<file path="src/rtl/xgmii_rx_port_select.sv">
// N-port XGMII receive selector: forwards one PHY RX stream to the app with one cycle of latency.
// Port changes happen on frame boundaries, or immediately (with ABORT) when the current port dies.
module xgmii_rx_port_select #(
  parameter int NPORTS = 4,
  parameter int SELW   = 2,
  parameter int CNT_W  = 16
) (
  input  logic                  xgmii_clk,
  input  logic                  sys_rst,
  input  logic [64*NPORTS-1:0]  xgmii_rxd_in,
  input  logic [8*NPORTS-1:0]   xgmii_rxc_in,
  input  logic [NPORTS-1:0]     link_up,
  input  logic [NPORTS-1:0]     port_en,
  input  logic                  auto_mode,
  input  logic [SELW-1:0]       manual_sel,
  output logic [63:0]           xgmii_rxd,
  output logic [7:0]            xgmii_rxc,
  output logic [SELW-1:0]       sel_port,
  output logic                  suppress,
  output logic [CNT_W-1:0]      switch_cnt,
  output logic [CNT_W-1:0]      abort_cnt
);

  localparam logic [63:0] IDLE_D  = 64'h0707070707070707;
  localparam logic [63:0] ABORT_D = 64'h07070707070707FE;
  localparam logic [7:0]  CTRL_C  = 8'hFF;

  logic [NPORTS-1:0] in_frame_q, in_frame_d, has_start;
  logic [NPORTS-1:0] eligible;
  logic [63:0]       cur_d;
  logic [7:0]        cur_c;
  logic              cur_ok, cur_in_frame_q, cur_in_frame_d, cur_start;
  logic              found;
  logic [SELW-1:0]   first_idx, target;
  logic              tgt_in_frame_d;
  logic [SELW-1:0]   nxt_sel;
  logic              nxt_sup, sw_inc, ab_inc;
  logic [63:0]       nxt_d;
  logic [7:0]        nxt_c;

  // NOTE: every always_comb output gets a default first so no path can infer a latch.
  always_comb begin
    in_frame_d = in_frame_q;
    has_start  = '0;
    for (int p = 0; p < NPORTS; p++) begin
      // Ascending lane order lets the highest lane's start/terminate decide.
      for (int l = 0; l < 8; l++) begin
        if (xgmii_rxc_in[8*p+l]) begin
          if (xgmii_rxd_in[64*p+8*l +: 8] == 8'hFB) begin
            in_frame_d[p] = 1'b1;
            has_start[p]  = 1'b1;
          end else if (xgmii_rxd_in[64*p+8*l +: 8] == 8'hFD ||
                       xgmii_rxd_in[64*p+8*l +: 8] == 8'hFE) begin
            in_frame_d[p] = 1'b0;
          end
        end
      end
    end
  end

  assign eligible = port_en & link_up;

  always_comb begin
    cur_d          = IDLE_D;
    cur_c          = CTRL_C;
    cur_ok         = 1'b0;
    cur_in_frame_q = 1'b0;
    cur_in_frame_d = 1'b0;
    cur_start      = 1'b0;
    found          = 1'b0;
    first_idx      = sel_port;
    for (int p = 0; p < NPORTS; p++) begin
      if (SELW'(p) == sel_port) begin
        cur_d          = xgmii_rxd_in[64*p +: 64];
        cur_c          = xgmii_rxc_in[8*p +: 8];
        cur_ok         = eligible[p];
        cur_in_frame_q = in_frame_q[p];
        cur_in_frame_d = in_frame_d[p];
        cur_start      = has_start[p];
      end
    end
    for (int p = NPORTS - 1; p >= 0; p--) begin
      if (eligible[p]) begin
        found     = 1'b1;
        first_idx = SELW'(p);
      end
    end
  end

  always_comb begin
    target = sel_port;
    if (!auto_mode) begin
      if (int'(manual_sel) < NPORTS) target = manual_sel;
    end else if (!cur_ok && found) begin
      target = first_idx;
    end
    tgt_in_frame_d = 1'b0;
    for (int p = 0; p < NPORTS; p++) begin
      if (SELW'(p) == target) tgt_in_frame_d = in_frame_d[p];
    end
  end

  always_comb begin
    nxt_sel = sel_port;
    nxt_sup = suppress;
    nxt_d   = IDLE_D;
    nxt_c   = CTRL_C;
    sw_inc  = 1'b0;
    ab_inc  = 1'b0;
    if (target != sel_port && !cur_ok) begin
      // Current port is dead: leave it now, terminating any frame it was carrying.
      nxt_sel = target;
      sw_inc  = 1'b1;
      nxt_sup = tgt_in_frame_d;
      if (cur_in_frame_q) begin
        nxt_d  = ABORT_D;
        ab_inc = 1'b1;
      end
    end else if (!cur_ok) begin
      nxt_sup = 1'b1;
    end else if (target != sel_port && !cur_in_frame_d && !cur_start) begin
      nxt_sel = target;
      sw_inc  = 1'b1;
      nxt_sup = tgt_in_frame_d;
      if (!suppress) begin
        nxt_d = cur_d;
        nxt_c = cur_c;
      end
    end else if (suppress) begin
      // The boundary word itself stays idle; forwarding resumes on the next word.
      nxt_sup = cur_in_frame_d;
    end else begin
      nxt_d = cur_d;
      nxt_c = cur_c;
    end
  end

  // NOTE: sequential state uses non-blocking assignments so all registers update together.
  always_ff @(posedge xgmii_clk or posedge sys_rst) begin
    if (sys_rst) begin
      in_frame_q <= '0;
      sel_port   <= '0;
      suppress   <= 1'b1;
      xgmii_rxd  <= IDLE_D;
      xgmii_rxc  <= CTRL_C;
      switch_cnt <= '0;
      abort_cnt  <= '0;
    end else begin
      in_frame_q <= in_frame_d;
      sel_port   <= nxt_sel;
      suppress   <= nxt_sup;
      xgmii_rxd  <= nxt_d;
      xgmii_rxc  <= nxt_c;
      if (sw_inc) switch_cnt <= switch_cnt + CNT_W'(1);
      if (ab_inc) abort_cnt  <= abort_cnt + CNT_W'(1);
    end
  end

endmodule

</file>
<file path="config.mk">
export PLATFORM = sky130hd
export DESIGN_NAME = xgmii_rx_port_select
export DESIGN_NICKNAME = d
export VERILOG_FILES = /design/src/rtl/xgmii_rx_port_select.sv
export SDC_FILE = /design/constraint.sdc
export NUM_CORES = 1
export LEC_CHECK = 0
export ABC_AREA = 1
export BUFFER_PORTS_ARGS = -buffer_cell sky130_fd_sc_hd__buf_4
export CAP_MARGIN = 20
export CELL_PAD_IN_SITES_DETAIL_PLACEMENT = 1
export CELL_PAD_IN_SITES_GLOBAL_PLACEMENT = 1
export CORE_MARGIN = 5
export CORE_UTILIZATION = 34
export CTS_CLUSTER_SIZE = 10
export DETAILED_ROUTE_END_ITERATION = 7
export HOLD_SLACK_MARGIN = 0.02
export PLACE_DENSITY = 0.95
export SLEW_MARGIN = 20
export SYNTH_ARGS = -nofsm -noshare
export SYNTH_HDL_FRONTEND = slang
export SYNTH_SLANG_ARGS = --single-unit
</file>
<file path="constraint.sdc">
create_clock -name xgmii_clk -period 10.3 [get_ports xgmii_clk]
set_input_delay 3.09 -clock xgmii_clk [delete_from_list [all_inputs] [get_ports xgmii_clk]]
set_output_delay 3.09 -clock xgmii_clk [all_outputs]
set_load 0.05 [all_outputs]
</file>
==> impl_metrics.tcl, run 1 <==
set metrics [dict create \
    outcome "completed" \
    core-area_um2 23600 \
    cts-resized-gates 0 \
    synth-simple-area-share_pct 38.3 \
    ys_ff_latch 111 \
    yosysTopAreaCell "dfrtp_1" \
    fill_cells 3134 \
    wl_um 43200 \
    hold_slack_ns 0.542 \
    slew_headroom_pct 32.1 \
    postRouteAntennaNets 0 \
    die_h_um 165 \
    dp.cells 1923 \
    synthMuxAreaShare_pct 0 \
    setup_viol 0 \
    yosys-top-cells-count "nand2_1, nor2_1, inv_1" \
    hp-class "reg2reg" \
    cts_sinks 111 \
    critPathArrivalTime_ns 5.69 \
    die-area_um2 27300 \
    rsz0062_at_grt "false" \
    fin_tns_setup_ns 0 \
    ys.flop_type "dfrtp_1" \
    htreeDepth 3 \
    clkSlewWorstSetupHoldPaths_ns 0.09 \
    p_leak_nw 5.92 \
    hold_viol 0 \
    cts_buffer_depth 2 \
    grt-ovfl-total 0 \
    max_freq_mhz 184 \
    vias 10700 \
    drive_gt1_share_pct 31.7 \
    worst_pin_slew_ns 1.02 \
    required_ns 10.54 \
    syn_nets 1542 \
    syn_inst 1239 \
    cts_inserted_buffers 9 \
    synthAdderAreaFrac_pct 0.305 \
    synth_top_family_by_area "simple AND/OR/NAND/NOR gates" \
    wl_per_cell_um 22.3 \
    port_buffers 407 \
    synth-xor-area-share_pct 2.89 \
    ys_async_sr_fraction_pct 100 \
    cts_tree "yes" \
    dp_hpwl_um 34400 \
    instances_no_fill 1941 \
    period_needed_ns 5.45 \
    dr.pass1.iters 5 \
    synth_edf_count 0 \
    rows 56 \
    fin_total_pwr_w 0.00309 \
    nNetsFinal 1918 \
    antenna_found_initial 2 \
    clock_latency_ns 0.36 \
    p_per_area_nw_per_um2 263 \
    syn_area_um2 8190 \
    post_cts_buffers 0 \
    synth_area_leaders "dfrtp_1, nand2_1, dfstp_2" \
    peakVddDrop_mv 0.158 \
    grt_pass1_wl_um 64100 \
    track_usage_pct 30.6 \
    maxSlewViolCount 0 \
    post-route-period-util_pct 52.9 \
    dieWidth_um 165 \
    hold_buffers 0 \
    start_util_pct 34.7 \
    finalWeightedCongestion 0.949 \
    worstSetupPathType "in2reg" \
    area_growth_pct 43.7 \
    ios 408 \
    synth_top_area_share_pct 23.8 \
    grt_max_degree 82 \
    grt_pass1_vias 11400 \
    yosysMostFrequentCell "nand2_1" \
    cts_root_buf "clkbuf_16" \
    drv_cap 0 \
    critPathMaxFanout 33 \
    drtIter0Drc 789 \
    drc 0 \
    endpoint_kind "register" \
    startpoint_type "primary input" \
    fin_skew_ns 0.00995 \
    yosysWarnings 0 \
    ys_types 44 \
    ys_seq_area_share_pct 34.4 \
    viasPerCell 5.52 \
    synth_compound_area_share_pct 16.4 \
    syn_area_per_cell_um2 6.61 \
]
[through the flow]
stage               worst slack [ns]  utilization (%)  cell area [um^2]
floorplan                       4.33                -              8190
global placement                4.64             48.6             11500
detailed placement              4.59             48.6             11500
CTS                             4.96             49.9             11800
global route                    4.79             49.9             11800
finish                          4.85             49.9             11800
[worst max-delay path, cell delays in order]
cell,delay [ns]
buf_4,0.08
nand2_1,0.11
nand2_1,0.12
nand2_1,0.08
nand3_2,0.11
nand2_4,0.10
nor2_4,0.76
inv_1,0.42
buf_4,0.36
a211oi_1,0.38
[registers in the layout, summed over array words and instances, names as in the netlist]
register	count
suppress	1
switch_cnt	16
xgmii_rxc	8
xgmii_rxd	64
sel_port	2
in_frame_q	4
abort_cnt	16
[report_power, final]
group / switching (W) / internal [W] / total [W]
logic: 0.00144 / 0.000565 / 0.00200
registers: 0.000113 / 0.000611 / 0.000724
clock network: 0.000199 / 0.000171 / 0.000369
[area by class of cell]
class                      count  area [um^2]  area share (%)
multi-input combinational    975         4750            40.4
timing repair buffer         416         3120            26.5
sequential                   111         2820            23.9
tap                          319          399            3.39
inverter                     102          390            3.31
clock buffer                   9          225            1.91
clock inverter                 7         62.6           0.531
antenna                        2         5.00          0.0425
[cell usage in the layout (no fill, tap or decap), drive strengths merged, types with 7 or more instances in the layout]
cell type  Yosys  final
nor4           7      7
xor2          20     20
a21oi         27     27
xnor2          7      7
o221ai        11     11
nand3         86     86
nand2        384    384
a221oi        19     19
clkbuf        37      9
o22ai         19     19
o211ai        12     12
o21ai        102    102
nand4         30     30
nand3b         7      7
dfstp         33     33
a211oi        15     15
inv          101    104
nor3          17     17
dfrtp         78     78
buf           14    416
nor2         193    193
[worst paths after layout]
path	from	end	slack (ns)	depth (start not counted)
worst max-delay path	link_up[2]	xgmii_rxd[23]	4.85	10
worst min-delay path	abort_cnt[5]	abort_cnt[5]	0.54	1
worst max register to register	sel_port[0]	sel_port[0]	5.77	14
worst min register to register	abort_cnt[5]	abort_cnt[5]	0.54	1
max in group asynchronous	sys_rst	sel_port[1]	6.14	3
min in group asynchronous	sys_rst	abort_cnt[0]	2.82	2
[cell families (layout without fill, tap and decap cells)]
group                      Yosys count  in the layout
adders and majority gates            2              2
and+or+nand+nor                    729            729
DFF                                111            111
AOI/OAI and AO/OA                  217            217
other                                0              2
xor gates and xnor gates            27             27
buffers and inverters              153            534
[per-layer routing]
metal  up-vias  GRT usage [%]  share of wire (%)
met5         -              0                  0
met4         0           15.8                5.3
met3       133           6.95                8.3
met2       578           53.3                 49
met1      5123           35.1                 38
li1       4871              -                  -
Note: power is estimated with default switching activity, not from simulation.
==> inputs of run 2 (changes only) <==
--- a/config.mk
+++ b/config.mk
@@ -11,11 +11,11 @@
 export CELL_PAD_IN_SITES_DETAIL_PLACEMENT = 1
 export CELL_PAD_IN_SITES_GLOBAL_PLACEMENT = 1
 export CORE_MARGIN = 5
-export CORE_UTILIZATION = 34
+export CORE_UTILIZATION = 31
 export CTS_CLUSTER_SIZE = 10
 export DETAILED_ROUTE_END_ITERATION = 7
 export HOLD_SLACK_MARGIN = 0.02
-export PLACE_DENSITY = 0.95
+export PLACE_DENSITY = 0.91
 export SLEW_MARGIN = 20
 export SYNTH_ARGS = -nofsm -noshare
 export SYNTH_HDL_FRONTEND = slang
==> constraint.sdc (replaced) <==
create_clock -name xgmii_clk -period 5.4 [get_ports xgmii_clk]
set_input_delay 1.62 -clock xgmii_clk [delete_from_list [all_inputs] [get_ports xgmii_clk]]
set_output_delay 1.62 -clock xgmii_clk [all_outputs]
set_load 0.05 [all_outputs]
==> run 2 against run 1 <==
Against the previous run:
- worst hold slack lost 0.0054 ns
- clock-buffer cell count grew 1
- non-clock buffer count grew 2
- via count shrank 1.8%
- final cell count grew 0.88%
- global-route usage shrank 2.8 points
- clock power grew 91%
- routed wire length is essentially flat
- first-iteration DRC count shrank 30%
- worst setup slack lost 3.4 ns
==> impl_metrics.tcl, run 2 (synthesis gave the netlist of run 1 again) <==
set metrics [dict create \
    outcome "completed" \
    cts_inserted_buffers 9 \
    die-area_um2 29800 \
    dieWidth_um 173 \
    hold_slack_ns 0.537 \
    grt-ovfl-total 0 \
    peakVddDrop_mv 0.300 \
    fin_skew_ns 0.0140 \
    post_cts_buffers 0 \
    cts_buffer_depth 2 \
    ff2ff_setup_slack_ns 1.87 \
    rows 59 \
    grt_max_degree 81 \
    rsz0062_at_grt "false" \
    r2r_cells 16 \
    layout_common_cells "buf_4, nand2_1, nor2_1, inv_1, o21ai_0" \
    intPower_w 0.00258 \
    dr.pass1.iters 5 \
    largest_reg_flops 64 \
    finalWeightedCongestion 0.955 \
    port_buffers 407 \
    dp_hpwl_um 34200 \
    mostFrequentLayoutCell "buf_4" \
    start_util_pct 31.4 \
    period_needed_ns 3.92 \
    cts-resized-gates 0 \
    cts_root_buf "clkbuf_16" \
    track_usage_pct 27.9 \
    critPathArrivalTime_ns 4.23 \
    p_per_area_nw_per_um2 500 \
    die_h_um 173 \
    grt_pass1_wl_um 66200 \
    hold_buffers 0 \
    max_freq_mhz 255 \
    slew_headroom_pct 38.3 \
    pwr-share-seq_pct 22.5 \
    critPathLaunch "xgmii_rxd_in[133]" \
    swShare_pct 56.4 \
    antenna_found_initial 1 \
    postRouteAntennaNets 0 \
    seqCellArea_um2 2820 \
    top_usage_layer "met2" \
    viasPerCell 5.37 \
    core-area_um2 26100 \
    r2r-start "sel_port[0]" \
    dp.cells 1941 \
    drtIter0Drc 551 \
    multi_input_area_um2 4750 \
    switchingPower_w 0.00334 \
    met3_usage_pct 5.85 \
    combPwrFrac_pct 65.5 \
    wl_um 43200 \
    worst_pin_slew_ns 0.924 \
    vias 10500 \
    hp-class "reg2reg" \
    fill_cells 3389 \
    setup_viol 0 \
    met1_usage_pct 33.8 \
    instances_no_fill 1958 \
    worstSetupPathType "in2reg" \
    htreeDepth 3 \
    nNetsFinal 1920 \
    clkSlewWorstSetupHoldPaths_ns 0.09 \
    wl_per_cell_um 22.1 \
    clock_latency_ns 0.37 \
    required_ns 5.71 \
    largestRegisters "xgmii_rxd (64), abort_cnt (16), switch_cnt (16)" \
    clkPwrFrac_pct 11.9 \
    area_growth_pct 44.3 \
    grtUsageMet2_pct 47.0 \
    cts_tree "yes" \
    drc 0 \
    cts_sinks 111 \
    largest_register "xgmii_rxd" \
    ios 408 \
    fin_tns_setup_ns 0 \
    critPathMaxFanout 20 \
    endpoint "switch_cnt[6]" \
    p_leak_nw 5.93 \
    startpoint_type "primary input" \
    grt_pass1_vias 11400 \
    maxSlewViolCount 0 \
    drive_gt1_share_pct 31.8 \
    endpoint_kind "register" \
    drv_cap 0 \
    post-route-period-util_pct 72.6 \
    reg2reg_to "switch_cnt[6]" \
    hold_viol 0 \
]
==> run 2: cell count changes in the layout (fill, tap and decap cells not counted), sizes merged <==
| cell | delta |
|---|---|
| clkbuf | +1 |
| diode | -1 |
| buf | +2 |
| clkinv | -1 |
==> run 2: per-stage QoR <==
stage	utilization (%)	power [W]	setup WS, ns	cell area (um^2)
4_1_cts	45.4	0.00594	1.56	11800
3_5_place_dp	44.3	0.00521	1.19	11500
6_report	45.4	0.00592	1.48	11800
2_1_floorplan	-	0.00389	0.904	8190
3_3_place_gp	44.3	0.00511	1.28	11500
5_1_grt	45.4	0.00626	1.32	11800
==> run 2: how the worst min path moves through the flow <==
stage,from,to,slack (ns),cells past startpoint
floorplan,suppress,suppress,0.66,4
global placement,abort_cnt[5],abort_cnt[5],0.52,1
detailed placement,abort_cnt[2],abort_cnt[2],0.52,1
CTS,abort_cnt[2],abort_cnt[2],0.54,1
global route,abort_cnt[12],abort_cnt[12],0.56,1
finish,abort_cnt[2],abort_cnt[2],0.54,1
==> run 2: layout make-up <==
class,instances,area share (%)
diodes,1,0.0212
clock buffers,10,1.94
clock inverters,6,0.529
inverters,102,3.30
multi-input cells,975,40.2
flip-flops and latches,111,23.8
well taps,335,3.54
repair buffers,418,26.6
==> run 2: worst max-delay path: stages <==
cell     delay (ns)
buf_4          0.07
inv_1          0.04
nor3_1         0.39
nand2_1        0.09
o21ai_0        0.25
nand2_1        0.11
nand2_1        0.09
nand2_1        0.07
nand3_1        0.07
nand2_1        0.05
inv_1          0.08
nand4_2        0.60
nand2_4        0.47
nand2_1        0.12
nand2_1        0.09
==> run 2: power groups by stage <==
stage / clock network [W] / logic (W) / registers, W
4_1_cts: 0.000725 / 0.00387 / 0.00134
2_1_floorplan: 0 / 0.00165 / 0.00224
5_1_grt: 0.000765 / 0.00413 / 0.00136
6_report: 0.000706 / 0.00388 / 0.00133
3_5_place_dp: 0 / 0.00386 / 0.00135
3_3_place_gp: 0 / 0.00377 / 0.00134
==> run 2: per-layer routing <==
metal  wire length, um  vias up
met2             20600      449
met4              2160        0
li1                  -     4869
met3              2820      107
met5                 0        -
met1             17600     5082
==> inputs of run 3 (changes only) <==
==> constraint.sdc (replaced) <==
create_clock -name xgmii_clk -period 4 [get_ports xgmii_clk]
set_input_delay 1.2 -clock xgmii_clk [delete_from_list [all_inputs] [get_ports xgmii_clk]]
set_output_delay 1.2 -clock xgmii_clk [all_outputs]
set_load 0.05 [all_outputs]
==> run 3 against run 2 <==
Against the previous run:
- routed wire length is 0.59% lower
- worst setup slack worse by 0.49 ns
- non-clock buffer count is 6 higher
- flip-flop and latch count stayed put
- critical path depth is 2 higher
- global-route usage is 0.34 points lower
- sequential power is 40% higher
- sequential share of layout area is 0.10 points lower
- worst hold slack better by 0.0032 ns
- final cell count is 0.31% higher
- critical endpoint is now sel_port[0]
- largest cell class unchanged
- highest routed layer unchanged
==> impl_metrics.tcl, run 3 (synthesis gave the netlist of run 1 again) <==
set metrics [dict create \
    outcome "completed" \
    core-area_um2 26100 \
    p_leak_nw 5.96 \
    setup_viol 0 \
    wl_um 43000 \
    clock_latency_ns 0.37 \
    finalWeightedCongestion 0.958 \
    hold_slack_ns 0.540 \
    drc 0 \
    worstSetupPathType "in2reg" \
    worst_pin_slew_ns 0.892 \
    cpPeakStageDelay_ns 0.38 \
    fin_tns_setup_ns 0 \
    slew_headroom_pct 40.5 \
    required_ns 4.25 \
    rsz0062_at_grt "false" \
    area_growth_pct 45.0 \
    port_buffers 407 \
    dp_hpwl_um 34200 \
    period_needed_ns 3.01 \
    viasPerCell 5.41 \
    dr.pass1.iters 7 \
    peakVddDrop_mv 0.380 \
    cts_root_buf "clkbuf_16" \
    dieWidth_um 173 \
    grt_pass1_wl_um 65600 \
    nNetsFinal 1926 \
    dp.cells 1947 \
    grt-ovfl-total 0 \
    start_util_pct 31.4 \
    p_per_area_nw_per_um2 675 \
    postRouteAntennaNets 0 \
    die-area_um2 29800 \
    wl_per_cell_um 21.9 \
    hp-class "reg2reg" \
    drive_gt1_share_pct 31.9 \
    mostFrequentLayoutCell "buf_4" \
    ios 408 \
    finalWorstSetupSlack_ns 0.989 \
    cts_sinks 111 \
    drtIter0Drc 606 \
    max_freq_mhz 332 \
    cts-resized-gates 0 \
    rows 59 \
    track_usage_pct 27.5 \
    largest_register "xgmii_rxd" \
    largest_reg_flops 64 \
    post-route-period-util_pct 75.3 \
    drv_cap 0 \
    largestRegisters "xgmii_rxd (64), abort_cnt (16), switch_cnt (16)" \
    grt_pass1_vias 11400 \
    htreeDepth 3 \
    post_cts_buffers 0 \
    hold_viol 0 \
    vias 10600 \
    fin_skew_ns 0.0130 \
    grt_max_degree 112 \
    instances_no_fill 1964 \
    endpoint_kind "register" \
    worst-path-buf-inv 4 \
    crit_chain "buf_4 > inv_1 > nor3_1 > nand2_1 > o21ai_0 > nor2_1 > nand2_1 > nand2_1 > nand2_1 > nand3_1 > nand2_1 > inv_1 > nand4_2 > buf_4 > nand2_4 > nand2_1 > nand2_1" \
    startpoint_type "primary input" \
    maxSlewViolCount 0 \
    crit_path_frequent_cell "nand2_1" \
    critPathMaxFanout 20 \
    critPathArrivalTime_ns 3.26 \
    cts_tree "yes" \
    antenna_found_initial 1 \
    clkSlewWorstSetupHoldPaths_ns 0.09 \
    layout_common_cells "buf_4, nand2_1, nor2_1, inv_1, o21ai_0" \
    die_h_um 173 \
    cts_buffer_depth 2 \
    cts_inserted_buffers 9 \
    fin_total_pwr_w 0.00802 \
    hold_buffers 0 \
    critPathTopFamily "simple AND/OR/NAND/NOR gates" \
    place_ws_ns 0.621 \
    cp_slowest_cell "nor3_1" \
]
run 3: changes by cell type in the layout (fill, tap and decap cells not counted):
cell	before	now
inv_4	3	2
clkinv_8	1	2
inv_8	1	0
buf_4	417	423
clkinv_1	1	2
clkinvlp_4	0	1
inv_2	3	2
run 3: final cells by class:
type / instances / area [um^2]
clock inverters: 6 / 67.6
inverters: 102 / 392
fillers: 3426 / 14200
multi-input cells: 975 / 4750
clock buffers: 10 / 229
diodes: 1 / 2.50
repair buffers: 424 / 3200
well taps: 335 / 419
flip-flops and latches: 111 / 2820
run 3: worst paths after layout:
path / endpoint / slack [ns] / startpoint / cells after the start
max reg2reg: sel_port[0] / 1.17 / sel_port[0] / 17
min: abort_cnt[5] / 0.54 / abort_cnt[5] / 1
max in group asynchronous: xgmii_rxd[51] / 2.45 / sys_rst / 3
min in group asynchronous: abort_cnt[3] / 1.02 / sys_rst / 3
max: sel_port[0] / 0.99 / xgmii_rxd_in[133] / 17
min reg2reg: abort_cnt[5] / 0.54 / abort_cnt[5] / 1
run 3: worst register-to-register path, cell delays in order, from the launching register on:
cell     delay [ns]
dfrtp_1        0.43
buf_4          0.45
nor2_4         0.08
nand2_1        0.10
nand3_2        0.09
nand2_4        0.13
nand2_1        0.08
nand2_1        0.08
nand3_2        0.09
nand2_2        0.11
nand2_1        0.06
nand2_1        0.13
nand2_1        0.08
nand2_2        0.08
buf_4          0.29
nand2_4        0.21
nand2_1        0.12
nand2_1        0.09
run 3: stage by stage:
stage	utilization, %	area [um^2]
6_report	45.6	11900
5_1_grt	45.6	11900
3_3_place_gp	44.4	11600
2_1_floorplan	-	8200
4_1_cts	45.6	11900
3_5_place_dp	44.4	11600
run 3: per-layer routing:
metal  global-route usage [%]  up-vias  share of wire [%]
met5                        0        -                  0
met4                     12.1        0                4.2
met3                     6.35      101                7.4
met2                     47.8      521                 49
met1                     32.5     5127                 39
li1                         -     4882                  -
run 3: where the power goes:
part	switching (W)	internal [W]
Combinational	0.00369	0.00151
Clock	0.000511	0.000444
Sequential	0.000291	0.00157
Total	0.00449	0.00353
